--- src/rtl/alu_seq.sv ---
// ---------------------------------------------------------------------------
// alu_seq : handshaked EX-stage ALU with iterative multiply and divide.
//
// Single-cycle ops (AND, OR, ADD, XOR, NOR, SRL, SUB, SLTU, SLL, SRA, SLT and
// the reserved code 15) register their result at the accept edge. MUL, MULHU,
// DIVU and REMU iterate one bit per cycle for WIDTH cycles. Divide by zero
// skips the iteration.
//
// Ports
//   clk        in   rising-edge clock
//   rst_n      in   asynchronous active-low reset
//   flush      in   synchronous abort of the in-flight op
//   in_valid   in   operands/op presented
//   in_ready   out  block can accept this cycle
//   in_a       in   operand A            [WIDTH]
//   in_b       in   operand B            [WIDTH]
//   in_op      in   operation code       [4]
//   out_valid  out  result available
//   out_ready  in   consumer takes result
//   out_res    out  result               [WIDTH]
//   out_zero   out  out_res == 0 (registered)
//   busy       out  iterative op in progress
// ---------------------------------------------------------------------------
module alu_seq #(
    parameter int WIDTH = 32
) (
    input  logic             clk,
    input  logic             rst_n,
    input  logic             flush,
    input  logic             in_valid,
    output logic             in_ready,
    input  logic [WIDTH-1:0] in_a,
    input  logic [WIDTH-1:0] in_b,
    input  logic [3:0]       in_op,
    output logic             out_valid,
    input  logic             out_ready,
    output logic [WIDTH-1:0] out_res,
    output logic             out_zero,
    output logic             busy
);

    localparam int SHW = $clog2(WIDTH);
    localparam int CW  = SHW + 1;   // counter must hold the value WIDTH itself

    typedef enum logic [1:0] {
        S_IDLE,
        S_BUSY,
        S_DONE
    } state_e;

    typedef enum logic [3:0] {
        OP_AND   = 4'd0,
        OP_OR    = 4'd1,
        OP_ADD   = 4'd2,
        OP_XOR   = 4'd3,
        OP_NOR   = 4'd4,
        OP_SRL   = 4'd5,
        OP_SUB   = 4'd6,
        OP_SLTU  = 4'd7,
        OP_SLL   = 4'd8,
        OP_SRA   = 4'd9,
        OP_SLT   = 4'd10,
        OP_MUL   = 4'd11,
        OP_MULHU = 4'd12,
        OP_DIVU  = 4'd13,
        OP_REMU  = 4'd14,
        OP_RSV   = 4'd15
    } op_e;

    state_e             state_q, state_d;
    logic [WIDTH-1:0]   res_q,   res_d;
    logic               zero_q,  zero_d;
    logic [CW-1:0]      cnt_q,   cnt_d;
    logic [2*WIDTH-1:0] acc_q,   acc_d;    // {high, low} working register
    logic [WIDTH-1:0]   opnd_q,  opnd_d;   // multiplicand (MUL) or divisor (DIV)
    op_e                op_q,    op_d;

    logic               accept;
    logic               in_is_iter;
    logic               in_div_zero;
    logic [SHW-1:0]     shamt;
    logic [WIDTH-1:0]   alu_res;

    logic               iter_is_mul;
    logic [WIDTH:0]     mul_sum;
    logic [2*WIDTH-1:0] mul_next;
    logic [WIDTH:0]     rem_sh;
    logic [WIDTH:0]     rem_diff;
    logic [2*WIDTH-1:0] div_next;
    logic [2*WIDTH-1:0] iter_next;
    logic [WIDTH-1:0]   iter_res;

    // -----------------------------------------------------------------------
    // Handshake
    // -----------------------------------------------------------------------
    assign in_ready  = (state_q == S_IDLE) | ((state_q == S_DONE) & out_ready);
    assign accept    = in_valid & in_ready & ~flush;
    assign out_valid = (state_q == S_DONE);
    assign busy      = (state_q == S_BUSY);
    assign out_res   = res_q;
    assign out_zero  = zero_q;

    assign shamt       = in_b[SHW-1:0];   // upper B bits ignored for shifts
    assign in_is_iter  = (in_op == OP_MUL) | (in_op == OP_MULHU) |
                         (in_op == OP_DIVU) | (in_op == OP_REMU);
    assign in_div_zero = ((in_op == OP_DIVU) | (in_op == OP_REMU)) & (in_b == '0);

    // -----------------------------------------------------------------------
    // Single-cycle datapath (also supplies the divide-by-zero results)
    // -----------------------------------------------------------------------
    // NOTE: every always_comb output gets a default first so no path can
    // leave it unassigned and infer a latch.
    always_comb begin
        alu_res = '0;
        case (op_e'(in_op))
            OP_AND:  alu_res = in_a & in_b;
            OP_OR:   alu_res = in_a | in_b;
            OP_ADD:  alu_res = in_a + in_b;
            OP_XOR:  alu_res = in_a ^ in_b;
            OP_NOR:  alu_res = ~(in_a | in_b);
            OP_SRL:  alu_res = in_a >> shamt;
            OP_SUB:  alu_res = in_a - in_b;
            OP_SLTU: alu_res = {{(WIDTH-1){1'b0}}, (in_a < in_b)};
            OP_SLL:  alu_res = in_a << shamt;
            OP_SRA:  alu_res = $signed(in_a) >>> shamt;
            OP_SLT:  alu_res = {{(WIDTH-1){1'b0}}, ($signed(in_a) < $signed(in_b))};
            OP_DIVU: alu_res = '1;     // divide by zero: all ones
            OP_REMU: alu_res = in_a;   // divide by zero: dividend
            default: alu_res = '0;     // MUL/MULHU never use this; 15 is reserved
        endcase
    end

    // -----------------------------------------------------------------------
    // Iterative datapath
    // -----------------------------------------------------------------------
    // Multiply: acc = {partial, B}; each step adds A to the high half when the
    // current multiplier bit (acc[0]) is set, then shifts everything right.
    assign iter_is_mul = (op_q == OP_MUL) | (op_q == OP_MULHU);
    assign mul_sum     = {1'b0, acc_q[2*WIDTH-1:WIDTH]} +
                         (acc_q[0] ? {1'b0, opnd_q} : '0);
    assign mul_next    = {mul_sum, acc_q[WIDTH-1:1]};

    // Restoring divide: acc = {remainder, dividend/quotient}. Shift one
    // dividend bit into the remainder, trial-subtract the divisor; the borrow
    // bit decides whether to keep the difference and which quotient bit to
    // shift in.
    assign rem_sh   = {acc_q[2*WIDTH-1:WIDTH], acc_q[WIDTH-1]};
    assign rem_diff = rem_sh - {1'b0, opnd_q};
    assign div_next = rem_diff[WIDTH]
                    ? {rem_sh[WIDTH-1:0],   acc_q[WIDTH-2:0], 1'b0}
                    : {rem_diff[WIDTH-1:0], acc_q[WIDTH-2:0], 1'b1};

    assign iter_next = iter_is_mul ? mul_next : div_next;
    // MUL/DIVU take the low half (product low / quotient); MULHU/REMU the high.
    assign iter_res  = ((op_q == OP_MUL) | (op_q == OP_DIVU))
                     ? iter_next[WIDTH-1:0]
                     : iter_next[2*WIDTH-1:WIDTH];

    // -----------------------------------------------------------------------
    // Next-state logic
    // -----------------------------------------------------------------------
    always_comb begin
        state_d = state_q;
        res_d   = res_q;
        zero_d  = zero_q;
        cnt_d   = cnt_q;
        acc_d   = acc_q;
        opnd_d  = opnd_q;
        op_d    = op_q;

        if (flush) begin
            // Abort; the last result stays on out_res.
            state_d = S_IDLE;
        end else if (accept) begin
            // accept only fires from IDLE or from DONE while draining.
            if (in_is_iter & ~in_div_zero) begin
                state_d = S_BUSY;
                cnt_d   = CW'(WIDTH);
                op_d    = op_e'(in_op);
                if ((in_op == OP_MUL) | (in_op == OP_MULHU)) begin
                    opnd_d = in_a;
                    acc_d  = {{WIDTH{1'b0}}, in_b};
                end else begin
                    opnd_d = in_b;
                    acc_d  = {{WIDTH{1'b0}}, in_a};
                end
            end else begin
                state_d = S_DONE;
                res_d   = alu_res;
                zero_d  = (alu_res == '0);
            end
        end else begin
            case (state_q)
                S_BUSY: begin
                    acc_d = iter_next;
                    cnt_d = cnt_q - CW'(1);
                    // Last step: register the result straight from the
                    // final iteration.
                    if (cnt_q == CW'(1)) begin
                        state_d = S_DONE;
                        res_d   = iter_res;
                        zero_d  = (iter_res == '0);
                    end
                end
                S_DONE: begin
                    if (out_ready) state_d = S_IDLE;
                end
                default: ;
            endcase
        end
    end

    // -----------------------------------------------------------------------
    // State registers
    // -----------------------------------------------------------------------
    // NOTE: sequential state uses non-blocking assignments so every register
    // samples the pre-edge values regardless of statement order.
    always_ff @(posedge clk or negedge rst_n) begin
        if (!rst_n) begin
            state_q <= S_IDLE;
            res_q   <= '0;
            zero_q  <= 1'b1;
            cnt_q   <= '0;
            acc_q   <= '0;
            opnd_q  <= '0;
            op_q    <= OP_AND;
        end else begin
            state_q <= state_d;
            res_q   <= res_d;
            zero_q  <= zero_d;
            cnt_q   <= cnt_d;
            acc_q   <= acc_d;
            opnd_q  <= opnd_d;
            op_q    <= op_d;
        end
    end

endmodule

--- config.mk ---
export PLATFORM = sky130hd
export DESIGN_NAME = alu_seq
export DESIGN_NICKNAME = d
export VERILOG_FILES = /design/src/rtl/alu_seq.sv
export SDC_FILE = /design/constraint.sdc
export NUM_CORES = 1
export LEC_CHECK = 0
export BUFFER_PORTS_ARGS = -buffer_cell sky130_fd_sc_hd__buf_2
export CAP_MARGIN = 30
export CORE_MARGIN = 2
export CORE_UTILIZATION = 38
export DETAILED_ROUTE_END_ITERATION = 16
export PLACE_DENSITY = 0.51
export SETUP_SLACK_MARGIN = 0.15
export SYNTH_ARGS = -nofsm -noshare
export SYNTH_HDL_FRONTEND = slang
export SYNTH_SLANG_ARGS = --single-unit
--- constraint.sdc ---
create_clock -name clk -period 5.4 [get_ports clk]
set_clock_uncertainty 0.2 [all_clocks]
set_input_delay 1.08 -clock clk [delete_from_list [all_inputs] [get_ports clk]]
set_output_delay 1.08 -clock clk [all_outputs]
set_load 0.05 [all_outputs]
=== Yosys cells after proc, flatten, opt, wreduce, memory -nomap -nowiden ===
Cells that the tools add are included.

* $add $sub $neg: 5
* Magnitude comparators: 2
* Eq/ne operators: 24
* Shift-type cells: 3
* Muxes and demuxes: 27
* Bitwise logic cells: 18
* Reduce and logical (&&, ||, !) cells: 12

{| class="wikitable"
|+ Operators with widths
! kind !! number
|-
| case mux 32 bit (13 select lines) || 1
|-
| two-way mux 64 bit || 5
|-
| two-way mux 32 bit || 8
|-
| logical NOT 32 bit || 3
|-
| < comparator 32 bit || 2
|-
| == test 4 bit, second input constant || 10
|-
| adder 32 x 32 -> 33 bit || 1
|-
| subtractor 33 x 32 -> 33 bit || 1
|-
| adder 32 bit || 1
|-
| bitwise AND 32 bit || 1
|-
| inverter 32 bit || 1
|-
| OR 32 bit || 1
|-
| << shifter 32 x 5 -> 32 bit || 1
|-
| right shift 32 x 5 -> 32 bit || 1
|-
| >>> shifter 32 x 5 -> 32 bit || 1
|-
| subtractor 32 bit || 1
|-
| bitwise XOR 32 bit || 1
|-
| two-way mux 6 bit || 3
|-
| == test 4 x 3 -> 1 bit, second input constant || 4
|-
| two-way mux 2 bit || 5
|-
| AND reduction 3 bit || 3
|-
| == test 4 x 2 -> 1 bit, second input constant || 2
|-
| != test 4 x 2 -> 1 bit, second input constant || 2
|-
| OR 1 bit || 7
|-
| other kinds (16) || 25
|}

* Flip-flop bits (word level): 141
* Input bits: 73
* Output and inout bits: 36
* Word-level logic and storage cells: 98

=== Longest topological paths before layout ===
* Depth in word-level cells: 8
* Mapped depth: 20
* Gate-level depth less buffers: 16

=== Worst setup path before layout ===
Ideal clock, no wire load.

* Path type: input to register
* Start: input in_b[2]
* End: register zero_q (netlist: out_zero)
* Setup time: 0.086 ns
* Arrival: 5.321 ns
* Data required time: 5.114 ns
* Setup slack: -0.207 ns
* Stages: 20
* Buffers on the path: 6
* Path through: buf_2 > buf_2 > buf_2 > inv_1 > clkbuf_1 > clkbuf_1 > ha_1 > clkbuf_1 > nor2b_1 > o31a_1 > o311a_1 > o21ai_1 > a41o_1 > nor2_1 > a211o_1 > a221o_1 > nor3_1 > nand4b_1 > o31a_1 > o31ai_2

* Longest elaborated chain between the ends: 6
* Elaborated cells between the ends (all ways): 21
* Classes of those cells: add/sub (2); order compare (2); eq/ne (1); shift (3); mux (3); bitwise (7); reduce/logical (3)

{| class="wikitable"
|+ Ends and longest elaborated chain
! element !! RTL line !! RTL
|-
| from (decl) || 33 || <nowiki>input logic [WIDTH-1:0] in_b,</nowiki>
|-
| parallel branches: the longest is 6 deep, another holds subtractor 32 bit || n/a ||
|-
| to (signal assigned) || 230 || <nowiki>zero_q <= zero_d;</nowiki>
|-
| to (decl) || 72 || <nowiki>logic zero_q, zero_d;</nowiki>
|}

Parallel ways; which one is timed is not known. The select of a mux whose other input is x is not followed.
A chain may end at the register's enable or synchronous reset.

=== Final worst setup path ===
* Start: register acc_q[31]
* End: register zero_q (netlist: out_zero)

* Longest elaborated chain between the ends: 8

{| class="wikitable"
|+ Ends and longest elaborated chain
! element !! RTL line !! RTL
|-
| from (decl) || 74 || <nowiki>logic [2*WIDTH-1:0] acc_q, acc_d;</nowiki>
|-
| from (signal assigned) || 224 || <nowiki>acc_q <= '0;</nowiki>
|-
| from (signal assigned) || 232 || <nowiki>acc_q <= acc_d;</nowiki>
|-
| subtractor 33 x 32 -> 33 bit || 148 || <nowiki>assign rem_diff = rem_sh - {1'b0, opnd_q};</nowiki>
|-
| two-way mux 64 bit || 150 || <nowiki>? {rem_sh[WIDTH-1:0], acc_q[WIDTH-2:0], 1'b0}</nowiki>
|-
| two-way mux 64 bit (*) || 153 || <nowiki>assign iter_next = iter_is_mul ? mul_next : div_next;</nowiki>
|-
| two-way mux 32 bit (*) || 156 || <nowiki>? iter_next[WIDTH-1:0]</nowiki>
|-
| logical NOT 32 bit (*) || 202 || <nowiki>zero_d = (iter_res == '0);</nowiki>
|-
| two-way mux 1 bit (*) || 199 || <nowiki>if (cnt_q == CW'(1)) begin</nowiki>
|-
| two-way mux 1 bit (*) || 193 || <nowiki>case (state_q)</nowiki>
|-
| two-way mux 1 bit (*) || 174 || <nowiki>end else if (accept) begin</nowiki>
|}

Every way passes the cells marked *; elsewhere a longest branch is shown, timed or not. The select of a mux whose other input is x is not followed.

==> results.toml <==
[logic_synthesis]
syn_nets = 3421
synth_ff_type = "dfrtp_1"
netlist_area_mm2 = 0.0229
synth_edf_count = 0
seq_area_frac_synth_pct = 15.4
yosys.area_share.simple_pct = 22.1
synth-async-reset-ratio_pct = 100
synth-seq-cells = 141
yosysTopAreaCellShare_pct = 15.3
synthCells = 3169
synth_top_area_cell = "dfrtp_1"
syn_area_per_cell_um2 = 7.22
yosysWarnings = 0
synth_top_family_by_area = "compound AO/OA/AOI/OAI gates"
synth.area.mux_share_pct = 11.9
ys_types = 98
synth_compound_area_share_pct = 31.1
yosys-top-cells-area = "dfrtp_1, ha_1, nand2_1"
synthXorXnorAreaFrac_pct = 2.60
synth-adder-area-share_pct = 9.91

[route]
drt_iter0_drc = 2817
maxUsedRoutingLayer = "met4"
vias = 27000
first_pass_iters = 8
wl_met2_mm = 57.9
wire_per_inst_um = 30.5
wl_met3_mm = 9.56
wl_met1_mm = 50.0
viasPerCell = 6.57
drc = 0
finalWirelength_mm = 126
ant_nets = 0

[power_and_ir_drop]
finalPower_w = 0.00848
p_leak_nw = 11.9
pwr_density_cell_mw_per_mm2 = 320
ir_drop_mv = 0.241

[place]
dpl-instance-area_mm2 = 0.0258
placed_cells = 4078
place.gp.congestion = 1.06
portBuffers = 108
dpl_worst_slack_ns = -0.206
hpwl_mm = 102

[worst_setup_path]
worstSetupEndpointType = "flop"
cp-start-kind = "flop"
arrival_ns = 5.38
cp_max_fo = 5
cp.required_ns = 5.56
critPathKind = "flop to flop"

[sta]
setup-violations-final = 0
fin_crit_sh_pct = 96.7
drv_slew = 0
timing.final.ws_setup_ns = 0.178
max_freq_mhz = 191
min_period_ns = 5.22
rsz0062_at_grt = "true"
hold_viol_final = 0
slew_headroom_pct = 30.5
tightestPinTransition_ns = 1.02

[floorplanning]
initial_utilization_pct = 38.6
coreArea_mm2 = 0.0592
design.die.area_mm2 = 0.0622
die_y_um = 249
die_w_um = 249
fp-row-count = 89
ios = 109

[finish]
final_cell_mix = "nand2_1, buf_4, nor2_1"
fin_nets = 3582
utilization_pct = 44.7
fillers = 6217
design_area_mm2 = 0.0265
multiInputGateArea_mm2 = 0.0179
instances_no_fill = 4118
regArea_mm2 = 0.00353
areaGrowthSynthToFinish_pct = 15.8
final_common_cell = "nand2_1"
final_layout_size_suffix_gt1_share_pct = 17.5

[cts]
clockBufferDepth = 2
postCtsHoldBufs = 0
clk_latency_ns = 0.44
cts.reportedPaths.clkPinSlew_ns = 0.07
clock_sinks = 141
htree_levels = 4
cts-root-buf = "clkbuf_16"
cts_buffers = 17
cts_tree = "yes"

[flow_run]
cap_violations = 0

[global_route]
track_usage_pct = 39.2
grt_antenna_before_repair = 2
grt_pass1_vias = 26200
grt_pass1_wl_mm = 182
grt_max_degree = 71
overflow = 0

[hold_path]
min_path_type = "flop to flop"

[run_status]
outcome = "complete, no violations"
==> state kept, by name (all words and copies together) (netlist names) <==
signal / cells
acc_q: 64
out_zero: 1
out_res: 32
cnt_q: 6
opnd_q: 32
op_q: 4
state_q: 2
==> layout make-up <==
cell class | count | share of cell area [%]
Antenna cell | 2 | 0.0189
Clock buffer | 17 | 1.61
Clock inverter | 15 | 0.633
Inverter | 155 | 2.20
Multi-Input combinational cell | 2621 | 67.7
Sequential cell | 141 | 13.3
Tap cell | 773 | 3.65
Timing Repair Buffer | 394 | 10.8
==> per-layer routing <==
metal,global-route usage [%],vias to the layer above
met5,0,-
met4,23.2,0
met3,4.59,323
met2,64.3,1474
met1,49.7,13200
li1,-,12000
==> report_power, final <==
part	total (W)	internal, W	switching (W)
sequential	0.00181	0.00141	0.000401
combinational	0.00546	0.00188	0.00358
clock	0.00121	0.000659	0.000550
==> cells by family after synthesis <==
| group | Yosys count |
|---|---|
| simple gates | 1102 |
| compound gates | 1072 |
| fa+ha+maj | 179 |
| flops | 141 |
| xor+xnor | 68 |
| mux | 200 |
| buf+inv | 407 |
==> cell usage after synthesis (24+ instances only) <==
library cell	number
a31oi_1	73
and2_1	54
a21oi_1	240
clkbuf_1	199
nand2b_1	27
mux2i_1	100
a211oi_1	46
dfrtp_1	140
buf_2	27
nor2_1	272
nor3_1	62
a221oi_1	24
nor4_1	26
a21o_1	47
xor2_1	24
mux2_2	45
xnor2_1	44
nand4_1	31
a22o_1	26
nand2_1	445
o21ai_0	236
ha_1	175
inv_1	153
nand3_1	58
nor2b_1	32
o211ai_1	71
mux4_2	53
==> per-stage QoR <==
step,TNS (ns),hold slack (ns)
CTS,0,0.278
detailed placement,-0.206,0.260
floorplan,0,0.270
global placement,-0.274,0.256
global route,0,0.300
finish,0,0.274
==> what timing repair did <==
action | 4_1_cts | 5_1_grt
buffers inserted | 3 | 3
pin swaps | 3 | 10
gates resized for setup | 1 | 12
endpoints found under the setup margin | 1 | 2
==> final timing paths <==
check | start | to | slack, ns | cells after the start
worst max-delay path | acc_q[31] | out_zero | 0.18 | 17
worst min-delay path | out_res[22] | out_res[22] | 0.27 | 1
worst max register to register | acc_q[31] | out_zero | 0.18 | 17
worst min register to register | out_res[22] | out_res[22] | 0.27 | 1
max in group asynchronous | rst_n | opnd_q[10] | 3.57 | 2
min in group asynchronous | rst_n | cnt_q[4] | 0.43 | 1
==> worst max-delay path: stages (launching register included) <==
cell      delay [ns]
dfrtp_1         0.44
inv_2           0.12
ha_1            0.17
inv_1           0.06
fa_2            0.37
a211o_1         0.34
a211o_1         0.34
a41oi_4         0.31
nand2_4         0.12
a221o_1         0.40
nor2_4          0.24
buf_4           0.16
mux2_4          0.32
a221oi_4        0.37
nand4_1         0.25
nor4_4          0.31
nand4_1         0.31
o31ai_2         0.32
No activity file was read; power rests on OpenSTA's default activity.
